File: src/rtl/uart_pkg.sv
// Shared definitions for the two-frame UART command link (receiver and transmitter).
package uart_pkg;

   typedef enum logic [2:0] {
      ST_IDLE      = 3'd0,
      ST_START     = 3'd1,
      ST_DATA      = 3'd2,
      ST_PARITY    = 3'd3,
      ST_STOP      = 3'd4,
      ST_WAIT_HIGH = 3'd5
   } uart_state_e;

   localparam int FRAME_DATA_BITS = 8;
   localparam int FRAME_BITS      = 11;

   function automatic logic odd_parity(input logic [FRAME_DATA_BITS-1:0] data);
      return ~^data;
   endfunction

endpackage

File: src/rtl/uart_rx_sampler.sv
// Line synchroniser plus mid-bit sample tick generator for the UART receiver.
module uart_rx_sampler
   import uart_pkg::*;
#(
   parameter int CLKS_PER_BIT = 16
) (
   input  logic clk,
   input  logic rst_n,
   input  logic rx_i,
   input  logic run_i,
   input  logic load_half_i,
   output logic rx_s_o,
   output logic tick_o
);

   localparam int CW = $clog2(CLKS_PER_BIT);
   localparam logic [CW-1:0] HALF_LOAD = CW'(CLKS_PER_BIT / 2 - 1);
   localparam logic [CW-1:0] FULL_LOAD = CW'(CLKS_PER_BIT - 1);

   logic [1:0]    sync_q;
   logic [CW-1:0] cnt_q;

   // Two-flop synchroniser, idles high so a reset line never looks like a start edge.
   always_ff @(posedge clk or negedge rst_n) begin
      if (!rst_n) begin
         sync_q <= 2'b11;
      end else begin
         sync_q <= {sync_q[0], rx_i};
      end
   end

   assign rx_s_o = sync_q[1];
   assign tick_o = run_i && (cnt_q == '0);

   // Down-counter: first tick half a bit after the start edge, then one per bit period.
   always_ff @(posedge clk or negedge rst_n) begin
      if (!rst_n) begin
         cnt_q <= '0;
      end else if (load_half_i) begin
         cnt_q <= HALF_LOAD;
      end else if (tick_o) begin
         cnt_q <= FULL_LOAD;
      end else if (run_i) begin
         cnt_q <= cnt_q - CW'(1);
      end else begin
         cnt_q <= '0;
      end
   end

endmodule

File: src/rtl/uart_cmd_rx.sv
// Two-frame UART command receiver: assembles {frame0, frame1} into a 16-bit command
// with a valid/ready output and one-cycle error pulses.
module uart_cmd_rx
   import uart_pkg::*;
#(
   parameter int CLKS_PER_BIT = 16,
   parameter int TIMEOUT_BITS = 22
) (
   input  logic        clk,
   input  logic        rst_n,
   input  logic        rx,
   output logic [15:0] cmd_out,
   output logic        cmd_vld,
   input  logic        cmd_rdy,
   output logic        parity_err,
   output logic        frame_err,
   output logic        timeout_err,
   output logic        overrun
);

   localparam int TO_LIMIT = TIMEOUT_BITS * CLKS_PER_BIT;
   localparam int TW       = $clog2(TO_LIMIT + 1);

   uart_state_e                state_q;
   logic [FRAME_DATA_BITS-1:0] shift_q;
   logic [FRAME_DATA_BITS-1:0] byte0_q;
   logic [2:0]                 bit_idx_q;
   logic                       byte_idx_q;
   logic                       par_q;
   logic [TW-1:0]              to_cnt_q;

   logic rx_s;
   logic tick;
   logic load_half;
   logic run;

   assign load_half = (state_q == ST_IDLE) && !rx_s;
   assign run       = (state_q != ST_IDLE) && (state_q != ST_WAIT_HIGH);

   uart_rx_sampler #(
      .CLKS_PER_BIT(CLKS_PER_BIT)
   ) u_sampler (
      .clk        (clk),
      .rst_n      (rst_n),
      .rx_i       (rx),
      .run_i      (run),
      .load_half_i(load_half),
      .rx_s_o     (rx_s),
      .tick_o     (tick)
   );

   // Frame FSM, byte assembly, inter-frame timeout and output handshake.
   always_ff @(posedge clk or negedge rst_n) begin
      if (!rst_n) begin
         state_q     <= ST_IDLE;
         shift_q     <= '0;
         byte0_q     <= '0;
         bit_idx_q   <= 3'd0;
         byte_idx_q  <= 1'b0;
         par_q       <= 1'b0;
         to_cnt_q    <= '0;
         cmd_out     <= 16'h0000;
         cmd_vld     <= 1'b0;
         parity_err  <= 1'b0;
         frame_err   <= 1'b0;
         timeout_err <= 1'b0;
         overrun     <= 1'b0;
      end else begin
         parity_err  <= 1'b0;
         frame_err   <= 1'b0;
         timeout_err <= 1'b0;
         overrun     <= 1'b0;
         if (cmd_vld && cmd_rdy) begin
            cmd_vld <= 1'b0;
         end
         case (state_q)
            ST_IDLE: begin
               if (!rx_s) begin
                  state_q  <= ST_START;
                  to_cnt_q <= '0;
               end else if (byte_idx_q) begin
                  if (to_cnt_q == TW'(TO_LIMIT)) begin
                     timeout_err <= 1'b1;
                     byte_idx_q  <= 1'b0;
                     to_cnt_q    <= '0;
                  end else begin
                     to_cnt_q <= to_cnt_q + TW'(1);
                  end
               end else begin
                  to_cnt_q <= '0;
               end
            end
            ST_START: begin
               // A high line at mid start bit was a glitch; keep the pending byte.
               if (tick) begin
                  if (rx_s) begin
                     state_q <= ST_IDLE;
                  end else begin
                     state_q   <= ST_DATA;
                     bit_idx_q <= 3'd0;
                  end
               end
            end
            ST_DATA: begin
               if (tick) begin
                  shift_q   <= {rx_s, shift_q[FRAME_DATA_BITS-1:1]};
                  bit_idx_q <= bit_idx_q + 3'd1;
                  if (bit_idx_q == 3'(FRAME_DATA_BITS - 1)) begin
                     state_q <= ST_PARITY;
                  end
               end
            end
            ST_PARITY: begin
               if (tick) begin
                  par_q   <= rx_s;
                  state_q <= ST_STOP;
               end
            end
            ST_STOP: begin
               if (tick) begin
                  if (!rx_s) begin
                     frame_err  <= 1'b1;
                     byte_idx_q <= 1'b0;
                     state_q    <= ST_WAIT_HIGH;
                  end else if (par_q != odd_parity(shift_q)) begin
                     parity_err <= 1'b1;
                     byte_idx_q <= 1'b0;
                     state_q    <= ST_IDLE;
                  end else if (!byte_idx_q) begin
                     byte0_q    <= shift_q;
                     byte_idx_q <= 1'b1;
                     state_q    <= ST_IDLE;
                  end else begin
                     byte_idx_q <= 1'b0;
                     state_q    <= ST_IDLE;
                     // Same-cycle accept frees the slot; otherwise a held command wins.
                     if (!cmd_vld || cmd_rdy) begin
                        cmd_out <= {byte0_q, shift_q};
                        cmd_vld <= 1'b1;
                     end else begin
                        overrun <= 1'b1;
                     end
                  end
               end
            end
            ST_WAIT_HIGH: begin
               if (rx_s) begin
                  state_q <= ST_IDLE;
               end
            end
            default: begin
               state_q <= ST_IDLE;
            end
         endcase
      end
   end

endmodule

File: config.mk
export PLATFORM = sky130hd
export DESIGN_NAME = uart_cmd_rx
export DESIGN_NICKNAME = d
export VERILOG_FILES = /design/src/rtl/uart_pkg.sv /design/src/rtl/uart_rx_sampler.sv /design/src/rtl/uart_cmd_rx.sv
export SDC_FILE = /design/constraint.sdc
export NUM_CORES = 1
export LEC_CHECK = 0
export ABC_AREA = 1
export CAP_MARGIN = 25
export CORE_MARGIN = 2
export CORE_UTILIZATION = 64
export CTS_BUF_LIST = sky130_fd_sc_hd__clkbuf_2 sky130_fd_sc_hd__clkbuf_4 sky130_fd_sc_hd__clkbuf_8
export CTS_CLUSTER_SIZE = 24
export DETAILED_ROUTE_END_ITERATION = 10
export PLACE_DENSITY = 0.85
export SETUP_SLACK_MARGIN = 0.02
export SKIP_LAST_GASP = 1
export SYNTH_ARGS = -nofsm -noshare
export SYNTH_HDL_FRONTEND = slang
export SYNTH_HIERARCHICAL = 1
export SYNTH_SLANG_ARGS = --single-unit
File: constraint.sdc
create_clock -name clk -period 6.55 [get_ports clk]
set_input_delay 0.9825 -clock clk [delete_from_list [all_inputs] [get_ports clk]]
set_output_delay 0.9825 -clock clk [all_outputs]
set_load 0.02 [all_outputs]
Word level (Yosys, flattened, before mapping)
Index checks and enable logic that the tools add are counted.
{ "op_classes": {"muxes": 52, "addsub": 3, "n_eq_ne": 18, "bitwise_logic": 2, "reduce_logical": 20} }
{ "op_table": {"columns": ["op", "n"], "rows": [
  ["$mux 3", 11],
  ["$mux 1", 31],
  ["$mux 9", 3],
  ["$pmux 3 s6", 1],
  ["$ne 2x2->1 const B", 7],
  ["$mux 4", 3],
  ["$add 9x1->9 const B", 1],
  ["$eq 3x3->1 const B", 3],
  ["$eq 9x9->1 const B", 1],
  ["$reduce_xnor 8->1", 1],
  ["$reduce_and 7->1", 1],
  ["$eq 3x2->1 const B", 2],
  ["$pmux 3 s2", 1],
  ["$reduce_and 6->1", 1],
  ["$reduce_and 5->1", 1],
  ["$logic_and 1x1->1", 4],
  ["$logic_not 4->1", 1],
  ["$ne 2x1->1 const B", 2],
  ["$reduce_and 2->1", 2],
  ["$reduce_and 4->1", 1],
  ["$reduce_bool 2->1", 2],
  ["$sub 4x1->4 const B", 1],
  ["$add 3x1->3 const B", 1],
  ["$eq 3x1->1 const B", 1],
  ["other kinds (10)", 12]
]} }
{ "totals": {"regBits": 60, "output_inout_bits": 21, "elab_cells": 110} }

Logic depth before layout (Yosys ltp)
{ "logic_depth": {"depth_word": 8, "ltp_mapped": 15, "mapped_depth_nobuf": 12} }

Hierarchy
The synthesis kept the hierarchy.
{ "by_module_without_submodules": {"columns": ["mod", "cells_each", "seq_area_each_um2", "area_per_inst_um2", "n_inst"], "rows": [
  ["uart_cmd_rx", 310, 1351.3, 2590.0, 1],
  ["uart_rx_sampler", 25, 152.6, 262.8, 1]
]} }

Least setup slack after synthesis
No wires, ideal clock.
{ "synth_timing": {"path_type": "flip-flop to flip-flop", "startpoint": "register state_q[2]", "endpoint": "register cmd_out[5]", "path_stages_with_launch": 15, "path_buffers": 3, "path_slack_ns": 4.250, "t_arrival_ns": 2.182, "setup_ns": 0.118, "path_cell_list": "dfrtp_1 buf_2 inv_2 nand2_2 inv_2 a21oi_1 nand3_1 inv_1 buf_2 nand2_1 nor3_1 nand4_2 buf_6 nand2_1 nand2_1"} }
{ "synth_between": {"elab_chain_len": 4} }
{ "synth_lines": {"columns": ["element", "line_no", "source"], "rows": [
  ["start, declared", "uart_cmd_rx.sv:24", "uart_state_e state_q;"],
  ["start signal, assigned", "uart_cmd_rx.sv:55", "state_q <= ST_IDLE;"],
  ["start signal, assigned", "uart_cmd_rx.sv:79", "state_q <= ST_START;"],
  ["start signal, assigned", "uart_cmd_rx.sv:97", "state_q <= ST_IDLE;"],
  ["$ne 3x3->1 / $reduce_bool 3->1 (equally long branches)", "uart_cmd_rx.sv:38", "assign run = (state_q != ST_IDLE) && (state_q != ST_WAIT_HIGH);"],
  ["$logic_and 1x1->1 *", "uart_cmd_rx.sv:38", null],
  ["via run", "uart_cmd_rx.sv:35", "logic run;"],
  ["$logic_and 1x1->1 *", "uart_rx_sampler.sv:33", "assign tick_o = run_i && (cnt_q == '0);"],
  ["via tick", "uart_cmd_rx.sv:33", "logic tick;"],
  ["$reduce_and 6->1 (no line) *", null, null],
  ["end signal, assigned", "uart_cmd_rx.sv:138", "cmd_out <= {byte0_q, shift_q};"],
  ["end, declared", "uart_cmd_rx.sv:12", "output logic [15:0] cmd_out,"]
]} }
Mark *: on every way through the listed nets, which the timed path passes. The rest lies on a longest branch.
A chain may end at the register's enable or synchronous reset.

Final worst setup path
{ "layout_timing": {"startpoint": "register state_q[2]", "endpoint": "register cmd_out[1]"} }
The elaborated chain is that of the path after synthesis.

==> flow_summary_export.csv <==
group,metric,value,unit
sta,finalWorstSetupSlack,3408,ps
finish,post-route-cell-area,0.003347,sq mm
synth,ys.flop_type,"dfrtp_1",
floorplanning,die_w,70.77,microns
synth,synth-seq-cells,60,
detailed_routing,drt_iter0_markers,237,
synth,synth_fp_nets,344,
sta,slew_headroom,51.72,%
sta,tightest_slew,724.2,ps
synth,synth.top_cell.area_share,50.88,%
detailed_routing,first_pass_iters,4,
global_routing,antenna_found_initial,0,
clocking,clk_path_buf_depth,2,
finish,synthToLayoutAreaGrowth,17.32,%
sta,final-setup-viol-count,0,
critical_path,crit_path_end_kind,"flip-flop",
clocking,cts_resized,0,
finish,diodes,0,
finish,drive_gt1_share,11.65,%
global_routing,grt_util_all_layers,26.17,%
power_and_ir_drop,fin_total_pwr,1149,uW
clocking,holdBufCountCts,0,
detailed_routing,final_antenna_net_count,0,
critical_path,cp_max_fo,17,
global_routing,overflow,0,
power_and_ir_drop,cellPowerDensity,343.2,mW/mm^2
synth,seq_area_frac_synth,52.72,%
power_and_ir_drop,ir_drop,0.2951,mV
synth,synth_cells,335,
sta,maxSlewViolCount,0,
placed_design,place_hpwl,3.921,mm
finish,fill_cells,313,
critical_path,required,6770,ps
placed_design,place_area,0.003112,sq mm
clocking,clkLatencyLatePin,340,ps
floorplanning,ios,25,
synth,synth_top_cells_by_area,"dfrtp_1 51%, nand2_1 13%, nand3_1 7.2%",
clocking,cts_made_buffers,9,
detailed_routing,vias,2298,
hold_path,min_path_type,"reg -> reg",
clocking,clockRootBuffer,"clkbuf_8",
detailed_routing,viasPerCell,5.458,
sta,setup_tns,0,ps
detailed_routing,drt-total-wl,5.770,mm
power_and_ir_drop,p_leak,0.001682,uW
detailed_routing,drc_errors,0,
floorplanning,die_y,70.77,microns
synth,syn_avg_cell_area,8.516,sq um
clocking,clk_pin_slew,60,ps
finish,nets,373,
synth,async_flop_share,100.0,%
sta,period_share,47.96,%
sta,fmax,318.3,MHz
flow_run,cap_violations,0,
sta,period_minus_slack,3142,ps
critical_path,worst_setup_path_start_kind,"flip-flop",
sta,fin_worst_skew,8.309,ps
synth,synth.largest_area_cell,"dfrtp_1",
detailed_routing,wire_per_inst,13.71,microns
sta,rsz0062_at_grt,"no",
floorplanning,core,0.004324,sq mm
synth,syn_area,0.002853,sq mm
clocking,post_cts_buffers,0,
synth,synth_edf_count,0,
critical_path,path_class,"reg -> reg",
clocking,cts.sinks,60,
outcome,outcome,"finished, final reports clean",
synth,ys_types,33,
floorplanning,rows,24,
floorplanning,die_area,0.005008,sq mm
global_routing,grt_pass1_wl,10.14,mm
global_routing,grt_pass1_vias,2208,
clocking,ctsHtreeMaxLevel,3,
placed_design,io_buffers,24,
floorplanning,start_util,65.97,%
sta,hold_violations,0,
critical_path,timing.critical_path.arrival,3360,ps
global_routing,grt_max_degree,61,
synth,synth_warnings,6,
placed_design,dp_slack,3491,ps
clocking,cts_tree,"yes",
sta,hold_slack,368.5,ps
placed_design,gp_congestion,0.9179,
==> layout make-up <==
| class | count | area (sq um) | share of cell area (%) |
|---|---|---|---|
| inverter | 40 | 150.1 | 4.486 |
| clock inverter | 4 | 70.07 | 2.093 |
| tap | 52 | 65.06 | 1.944 |
| sequential | 60 | 1504 | 44.93 |
| clock buffer | 12 | 165.2 | 4.935 |
| timing repair buffer | 25 | 242.7 | 7.252 |
| multi-input combinational | 228 | 1150 | 34.36 |
==> cells in the mapped netlist (3+ instances only) <==
cell     number
nor2_2        3
nand3_1      41
a21oi_1       7
o21ai_0      21
buf_2         3
nor3_1        5
nand2_2       4
nor2_1       17
nand2_1     100
ha_1          5
inv_2         5
nand3_2       3
dfrtp_1      58
inv_1        35
==> critical path, cell delays in order, from the launching register on <==
cell and delay, ps:
dfrtp_1 500, inv_2 100, nand2_2 150, inv_2 90
a21oi_1 260, nand3_1 210, inv_1 440, nand2_1 170
nor3_1 400, nand4_2 440, nand2_1 170, nand2_1 80
==> per-layer routing <==
metal  global-route usage (%)  share of wire, %  vias up
met3                    7.265               4.5       10
li1                         -                 -     1144
met5                        0                 0        -
met1                    36.51                47     1084
met2                    39.04                47       60
met4                    10.90               1.8        0
==> power breakdown <==
group / switching (uW) / internal [uW] / total, uW
Clock: 138 / 244 / 382
Sequential: 46.3 / 414 / 460
Combinational: 207 / 99.2 / 307
==> registers in the layout, indices dropped and copies added, names as in the netlist <==
signal	count
bit_idx_q	3
byte0_q	8
byte_idx_q	1
cmd_out	16
cmd_vld	1
frame_err	1
overrun	1
par_q	1
parity_err	1
shift_q	8
state_q	3
timeout_err	1
to_cnt_q	9
u_sampler/cnt_q	4
u_sampler/sync_q	2
==> through the flow <==
| step | util [%] | instances |
|---|---|---|
| detailed placement | 71.96 | 405 |
| floorplan | - | 335 |
| global route | 77.40 | 421 |
| global placement | 71.96 | 405 |
| finish | 77.40 | 421 |
| CTS | 77.40 | 421 |
==> cells in the final DEF (no fill, tap or decap), types with 3 or more instances in the layout <==
cell type        instances
a21oi_1                  7
clkbuf_8                12
clkdlybuf4s50_1         23
dfrtp_1                 58
ha_1                     5
inv_1                   35
inv_2                    5
nand2_1                100
nand2_2                  4
nand3_1                 41
nand3_2                  3
nor2_1                  17
nor2_2                   3
nor3_1                   5
o21ai_0                 21
==> kinds of logic (layout without fill, tap and decap cells) <==
kind of cell               Yosys count  in the layout  synth area share [%]
adders and majority gates            5              5                 2.193
xor gates and xnor gates             4              4                 1.228
AOI/OAI and AO/OA                   35             35                 6.710
DFF                                 60             60                 52.72
muxes                                1              1                0.3509
and+or+nand+nor                    183            183                 29.82
buffers and inverters               47             81                 6.974
==> path summary, 6_finish.rpt <==
kind                                                from                             to  slack, ps  depth (start not counted)
max                               state_q[2]$_DFFE_PN0P_         cmd_out[1]$_DFFE_PN0P_       3410                         11
min                        u_sampler/sync_q[0]$_DFF_PN1_  u_sampler/sync_q[1]$_DFF_PN1_        370                          0
max reg2reg                       state_q[2]$_DFFE_PN0P_         cmd_out[1]$_DFFE_PN0P_       3410                         11
min reg2reg                u_sampler/sync_q[0]$_DFF_PN1_  u_sampler/sync_q[1]$_DFF_PN1_        370                          0
max in group asynchronous                          rst_n         state_q[2]$_DFFE_PN0P_       5280                          2
min in group asynchronous                          rst_n        to_cnt_q[7]$_DFFE_PN0P_        790                          2
No activity file was read; power rests on OpenSTA's default activity.
==> patch 1, RTL diff (same flow settings) <==
`CLKS_PER_BIT` is set to 16 in 2 places; all go to 32.
--- a/src/rtl/uart_rx_sampler.sv
+++ b/src/rtl/uart_rx_sampler.sv
@@ -2,7 +2,7 @@
 module uart_rx_sampler
    import uart_pkg::*;
 #(
-   parameter int CLKS_PER_BIT = 16
+   parameter int CLKS_PER_BIT = 32
 ) (
    input  logic clk,
    input  logic rst_n,
--- a/src/rtl/uart_cmd_rx.sv
+++ b/src/rtl/uart_cmd_rx.sv
@@ -3,7 +3,7 @@
 module uart_cmd_rx
    import uart_pkg::*;
 #(
-   parameter int CLKS_PER_BIT = 16,
+   parameter int CLKS_PER_BIT = 32,
    parameter int TIMEOUT_BITS = 22
 ) (
    input  logic        clk,
Formal check against the unedited RTL: same outputs for any inputs over 10 cycles, from zero or initial values and one cycle with rst_n low; that may be too few to reach the edited logic, so the function may still have changed.
==> patch 1 against the original RTL <==
- clock skew about the same
- non-clock buffer count unchanged
- synthesized cell count increased by 6.6%
- area after synthesis increased by 3.1%
- clock power decreased by 12%
- wire length decreased by 0.16%
- sequential cell count increased by 2
- die area increased by 2.9%
- setup slack improved by 0.12 ns
- total power decreased by 2.5%
- final area increased by 1.9%
- first-iteration DRC count decreased by 8.4%
==> patch 1: results (changes against the original RTL) <==
### Outcome
• complete, no violations — run status, unchanged

### Critical path
• 0.56 ns — Slowest Stage Delay on Critical Path, was 0.50 ns
• sky130_fd_sc_hd__o21ai_0 — cell with the biggest individual delay on the critical path, was sky130_fd_sc_hd__dfrtp_1
• 3.24 ns — Worst EP arrival, was 3.36 ns
• 16 — Crit Path Max Fanout, was 17

### GRT
• 63 — maximum number of pins on one net before global-route repair, was 61
• 10200 um — first-pass GRT wire length, was 10100 um
• 0.257 — overall track demand over capacity in global routing, was 0.262
• 2366 — vias in the first global route, was 2208

### Finish
• cmd_out x16, to_cnt_q x10 — registers with the most flip-flops, was cmd_out x16, to_cnt_q x9
• 396 — Nets, was 373
• 0.0821 — share of post-route cells with drive strength above 1, was 0.117
• 313 — number of filler cells placed in the layout, unchanged

### Clock network
• 0 — post-cts gate resize count, unchanged
• 0 — Post CTS Setup Buffer Count, unchanged
• sky130_fd_sc_hd__clkbuf_8 — library cell used as clock root buffer, unchanged

### Worst hold path
• reg2reg — worst hold path class, unchanged

### Timing
• 0.509 — worst relative slew slack, was 0.517
• 0.00867 ns — Worst Clk Skew, was 0.00831 ns
• 0.737 ns — transition time at the pin with the least slew margin, was 0.724 ns

### Pwr
• 0.728 mW — cell internal power dissipation, was 0.757 mW
• 1.75 nW — leakage, was 1.68 nW
• 264 uV — VDD IR-drop max, was 295 uV

### Logic synthesis
• 0.529 — part of the Yosys area used for sequential elements, was 0.527
• sky130_fd_sc_hd__dfrtp_1 51%, sky130_fd_sc_hd__nand2_1 15%, sky130_fd_sc_hd__nand3_1 7.1% — cells taking the most area after synthesis, was sky130_fd_sc_hd__dfrtp_1 51%, sky130_fd_sc_hd__nand2_1 13%, sky130_fd_sc_hd__nand3_1 7.2%
• 1.00 — Async SR Flop Fraction, unchanged
• 117 x sky130_fd_sc_hd__nand2_1, 60 x sky130_fd_sc_hd__dfrtp_1, 42 x sky130_fd_sc_hd__inv_1, 42 x sky130_fd_sc_hd__nand3_1, 19 x sky130_fd_sc_hd__o21ai_0 — Synth top cells by count, was 100 x sky130_fd_sc_hd__nand2_1, 58 x sky130_fd_sc_hd__dfrtp_1, 41 x sky130_fd_sc_hd__nand3_1, 35 x sky130_fd_sc_hd__inv_1, 21 x sky130_fd_sc_hd__o21ai_0
• 366 — total nets after synthesis, was 344

### Drt
• 5.46 — routed via count divided by cell count, about the same
• 217 — number of DRC violations after detailed-routing iteration 0, was 237
• 13.0 um — average wire per cell in the routed design, was 13.7 um

### Placement
• 4010 um — detailed placement HPWL, was 3920 um
• 3220 um^2 — post-place instance area, was 3110 um^2
• 3.63 ns — worst-case setup slack after placement, was 3.49 ns
• 0.823 — routability congestion estimate, was 0.918

-- patch 1: cell count changes after synthesis, moves of 2 or more --
cell	delta
sky130_fd_sc_hd__nand2_1	+17
sky130_fd_sc_hd__inv_1	+7
sky130_fd_sc_hd__o22ai_1	+4
sky130_fd_sc_hd__nand4_1	+3
sky130_fd_sc_hd__a21oi_1	-2
sky130_fd_sc_hd__and3_1	-2
sky130_fd_sc_hd__dfrtp_1	+2
sky130_fd_sc_hd__nand2_2	-2
sky130_fd_sc_hd__nand3_2	-2
sky130_fd_sc_hd__nor2_2	-2
sky130_fd_sc_hd__nor4_1	+2
sky130_fd_sc_hd__o21ai_0	-2
-- patch 1: cells by family after synthesis --
logic type	Yosys count	synth area share
buf+inv	53	0.0711
fa+ha+maj	5	0.0213
xor+xnor	4	0.0119
flops	62	0.529
simple gates	199	0.303
compound gates	34	0.0643
-- patch 1: final timing paths --
path                                startpoint                  end  slack [ns]  cells after the start
hold reg to reg            u_sampler/sync_q[0]  u_sampler/sync_q[1]        0.36                      0
hold / removal             u_sampler/sync_q[0]  u_sampler/sync_q[1]        0.36                      0
min in group asynchronous                rst_n          to_cnt_q[7]        0.79                      2
max in group asynchronous                rst_n           state_q[1]        5.28                      2
setup reg to reg                    state_q[0]          cmd_out[10]        3.53                     10
setup / recovery                    state_q[0]          cmd_out[10]        3.53                     10
-- patch 1: per-stage QoR --
step                       util  std cells
after floorplan               -        357
after global placement    0.733        428
after detailed placement  0.733        428
after CTS                 0.778        442
after global routing      0.778        442
final                     0.778        442
-- patch 1: area by class of cell --
cell class / instances / area [um^2] / share of cell area
Sequential cell: 62 / 1550 / 0.455
Multi-Input combinational cell: 242 / 1180 / 0.345
Timing Repair Buffer: 25 / 243 / 0.0711
Inverter: 47 / 176 / 0.0517
Clock inverter: 1 / 30.0 / 0.00880
Clock buffer: 13 / 166 / 0.0488
Tap cell: 52 / 65.1 / 0.0191
-- patch 1: routing by layer --
metal  up-vias  global-route usage  part of all wire
met5         -                   0                 0
li1       1217                   -                 -
met2        60               0.409              0.49
met3         7              0.0731             0.048
met1      1130               0.330              0.45
met4         0               0.109             0.014
-- patch 1: power groups by stage --
| stage | clock (mW) | combinational [mW] | sequential, mW |
|---|---|---|---|
| floorplan | 0 | 0.251 | 0.467 |
| global placement | 0 | 0.299 | 0.475 |
| detailed placement | 0 | 0.312 | 0.477 |
| CTS | 0.341 | 0.315 | 0.471 |
| global route | 0.352 | 0.361 | 0.477 |
| finish | 0.335 | 0.314 | 0.472 |
-- patch 1: critical path, delay by kind of cell (launching register included) --
kind / cells / cell delay [ns]
AOI/OAI and AO/OA: 1 / 0.56
and+or+nand+nor: 7 / 1.45
buffers and inverters: 2 / 0.49
DFF: 1 / 0.40
==> patch 2, RTL diff (same flow settings) <==
Made on the original files. Register the output `overrun` once more, cleared by the reset; this adds one clock of latency there. The other outputs are not delayed to match.
--- a/src/rtl/uart_cmd_rx.sv
+++ b/src/rtl/uart_cmd_rx.sv
@@ -20,6 +20,8 @@
 
    localparam int TO_LIMIT = TIMEOUT_BITS * CLKS_PER_BIT;
    localparam int TW       = $clog2(TO_LIMIT + 1);
+
+   logic overrun_s0;
 
    uart_state_e                state_q;
    logic [FRAME_DATA_BITS-1:0] shift_q;
@@ -64,12 +66,12 @@
          parity_err  <= 1'b0;
          frame_err   <= 1'b0;
          timeout_err <= 1'b0;
-         overrun     <= 1'b0;
+         overrun_s0  <= 1'b0;
       end else begin
          parity_err  <= 1'b0;
          frame_err   <= 1'b0;
          timeout_err <= 1'b0;
-         overrun     <= 1'b0;
+         overrun_s0  <= 1'b0;
          if (cmd_vld && cmd_rdy) begin
             cmd_vld <= 1'b0;
          end
@@ -138,7 +140,7 @@
                         cmd_out <= {byte0_q, shift_q};
                         cmd_vld <= 1'b1;
                      end else begin
-                        overrun <= 1'b1;
+                        overrun_s0 <= 1'b1;
                      end
                   end
                end
@@ -155,5 +157,13 @@
       end
    end
 
+   always_ff @(posedge clk or negedge rst_n) begin
+      if (!rst_n) begin
+         overrun <= '0;
+      end else begin
+         overrun <= overrun_s0;
+      end
+   end
+
 endmodule
 
Check against the original RTL: no difference found for any inputs over 10 cycles, from zero or initial values and one cycle with rst_n low; that may be too few to reach the edited logic, so the function may still have changed.
==> patch 2 against the original RTL <==
- setup slack worse by 0.0027 ns
- sequential cell count is 1 higher
- final area is 1.3% higher
- area after synthesis is 2.5% higher
- clock skew is 0.0038 ns lower
- wire length is 1.7% higher
- total power is 1.4% higher
- critical path type unchanged
- largest power group unchanged
- highest routed layer unchanged
==> patch 2: results (changes against the original RTL) <==
### Drt
• 5870 um — WL final, was 5770 um
• 2970 um — met2 routed wirelength, was 2710 um
• 5.51 — routed via count divided by cell count, was 5.46
• 2510 um — M1 wire length, was 2700 um
• 283 um — met3 routed wirelength, was 258 um

### Worst hold path
• overrun_s0 — Hold Path Origin, was u_sampler/sync_q[0]

### Logic synthesis
• 36 — number of distinct library cells after synthesis, was 33
• 98 x sky130_fd_sc_hd__nand2_1, 59 x sky130_fd_sc_hd__dfrtp_1, 39 x sky130_fd_sc_hd__inv_1, 35 x sky130_fd_sc_hd__nand3_1, 20 x sky130_fd_sc_hd__o21ai_0 — Synth top cells by count, was 100 x sky130_fd_sc_hd__nand2_1, 58 x sky130_fd_sc_hd__dfrtp_1, 41 x sky130_fd_sc_hd__nand3_1, 35 x sky130_fd_sc_hd__inv_1, 21 x sky130_fd_sc_hd__o21ai_0
• 0.00342 — portion of netlist area occupied by mux cells, was 0.00351
• 0.0120 — xor-xnor portion of the synthesized cell area, was 0.0123
• 0.0711 — compound-gate portion of the synthesized area, was 0.0671
• sky130_fd_sc_hd__dfrtp_1 51%, sky130_fd_sc_hd__nand2_1 13%, sky130_fd_sc_hd__nand3_1 6.0% — cells taking the most area after synthesis, was sky130_fd_sc_hd__dfrtp_1 51%, sky130_fd_sc_hd__nand2_1 13%, sky130_fd_sc_hd__nand3_1 7.2%
• 345 — total nets after synthesis, was 344

### Finish
• 374 — Nets, was 373
• 0.122 — share of post-route cells with drive strength above 1, was 0.117
• 0.773 — final cell utilization of the core, was 0.774

### Pwr
• 1.69 nW — leakage, was 1.68 nW
• 313 uV — VDD IR-drop max, was 295 uV
• 0.426 mW — NetSw, was 0.392 mW

### GRT
• 2426 — vias in the first global route, was 2208
• 10500 um — first-pass GRT wire length, was 10100 um
• 0.442 — fraction of met2 tracks used by global routing, was 0.390
• 0.0774 — met3 Use GR, was 0.0726
• 62 — maximum number of pins on one net before global-route repair, was 61

### Timing
• 0.739 ns — transition time at the pin with the least slew margin, was 0.724 ns
• 3.14 ns — minimum clock period, about the same
• 0.00453 ns — Worst Clk Skew, was 0.00831 ns
• 0.354 ns — hold slack final, was 0.369 ns

### Placement
• 0.868 — routability congestion estimate, was 0.918
• 3830 um — detailed placement HPWL, was 3920 um
• 3.61 ns — worst-case setup slack after placement, was 3.49 ns

### Outcome
• complete, no violations — run status, unchanged

### Critical path
• 3.41 ns — Worst EP arrival, was 3.36 ns
• 3.41 ns — register-to-register setup slack, about the same

[patch 2: power groups by stage]
| stage | logic, mW | clock network, mW | registers (mW) |
|---|---|---|---|
| floorplan | 0.277 | 0 | 0.465 |
| global placement | 0.317 | 0 | 0.478 |
| CTS | 0.337 | 0.352 | 0.475 |
| global route | 0.378 | 0.369 | 0.483 |
| detailed placement | 0.330 | 0 | 0.480 |
| finish | 0.337 | 0.350 | 0.478 |
[patch 2: stage by stage]
stage          instance area [um^2]  power, mW  instances
2_1_floorplan                  2920      0.742        336
3_3_place_gp                   3180      0.795        406
3_5_place_dp                   3180      0.810        406
4_1_cts                        3390       1.16        422
5_1_grt                        3390       1.23        422
6_report                       3390       1.16        422
[patch 2: area by class of cell]
type                       instances  area, um^2  area share
inverter                          41         154      0.0454
clock buffer                      12         165      0.0487
multi-input combinational        227        1190       0.351
timing repair buffer              25         243      0.0716
clock inverter                     4        45.0      0.0133
tap                               52        65.1      0.0192
sequential                        61        1530       0.451
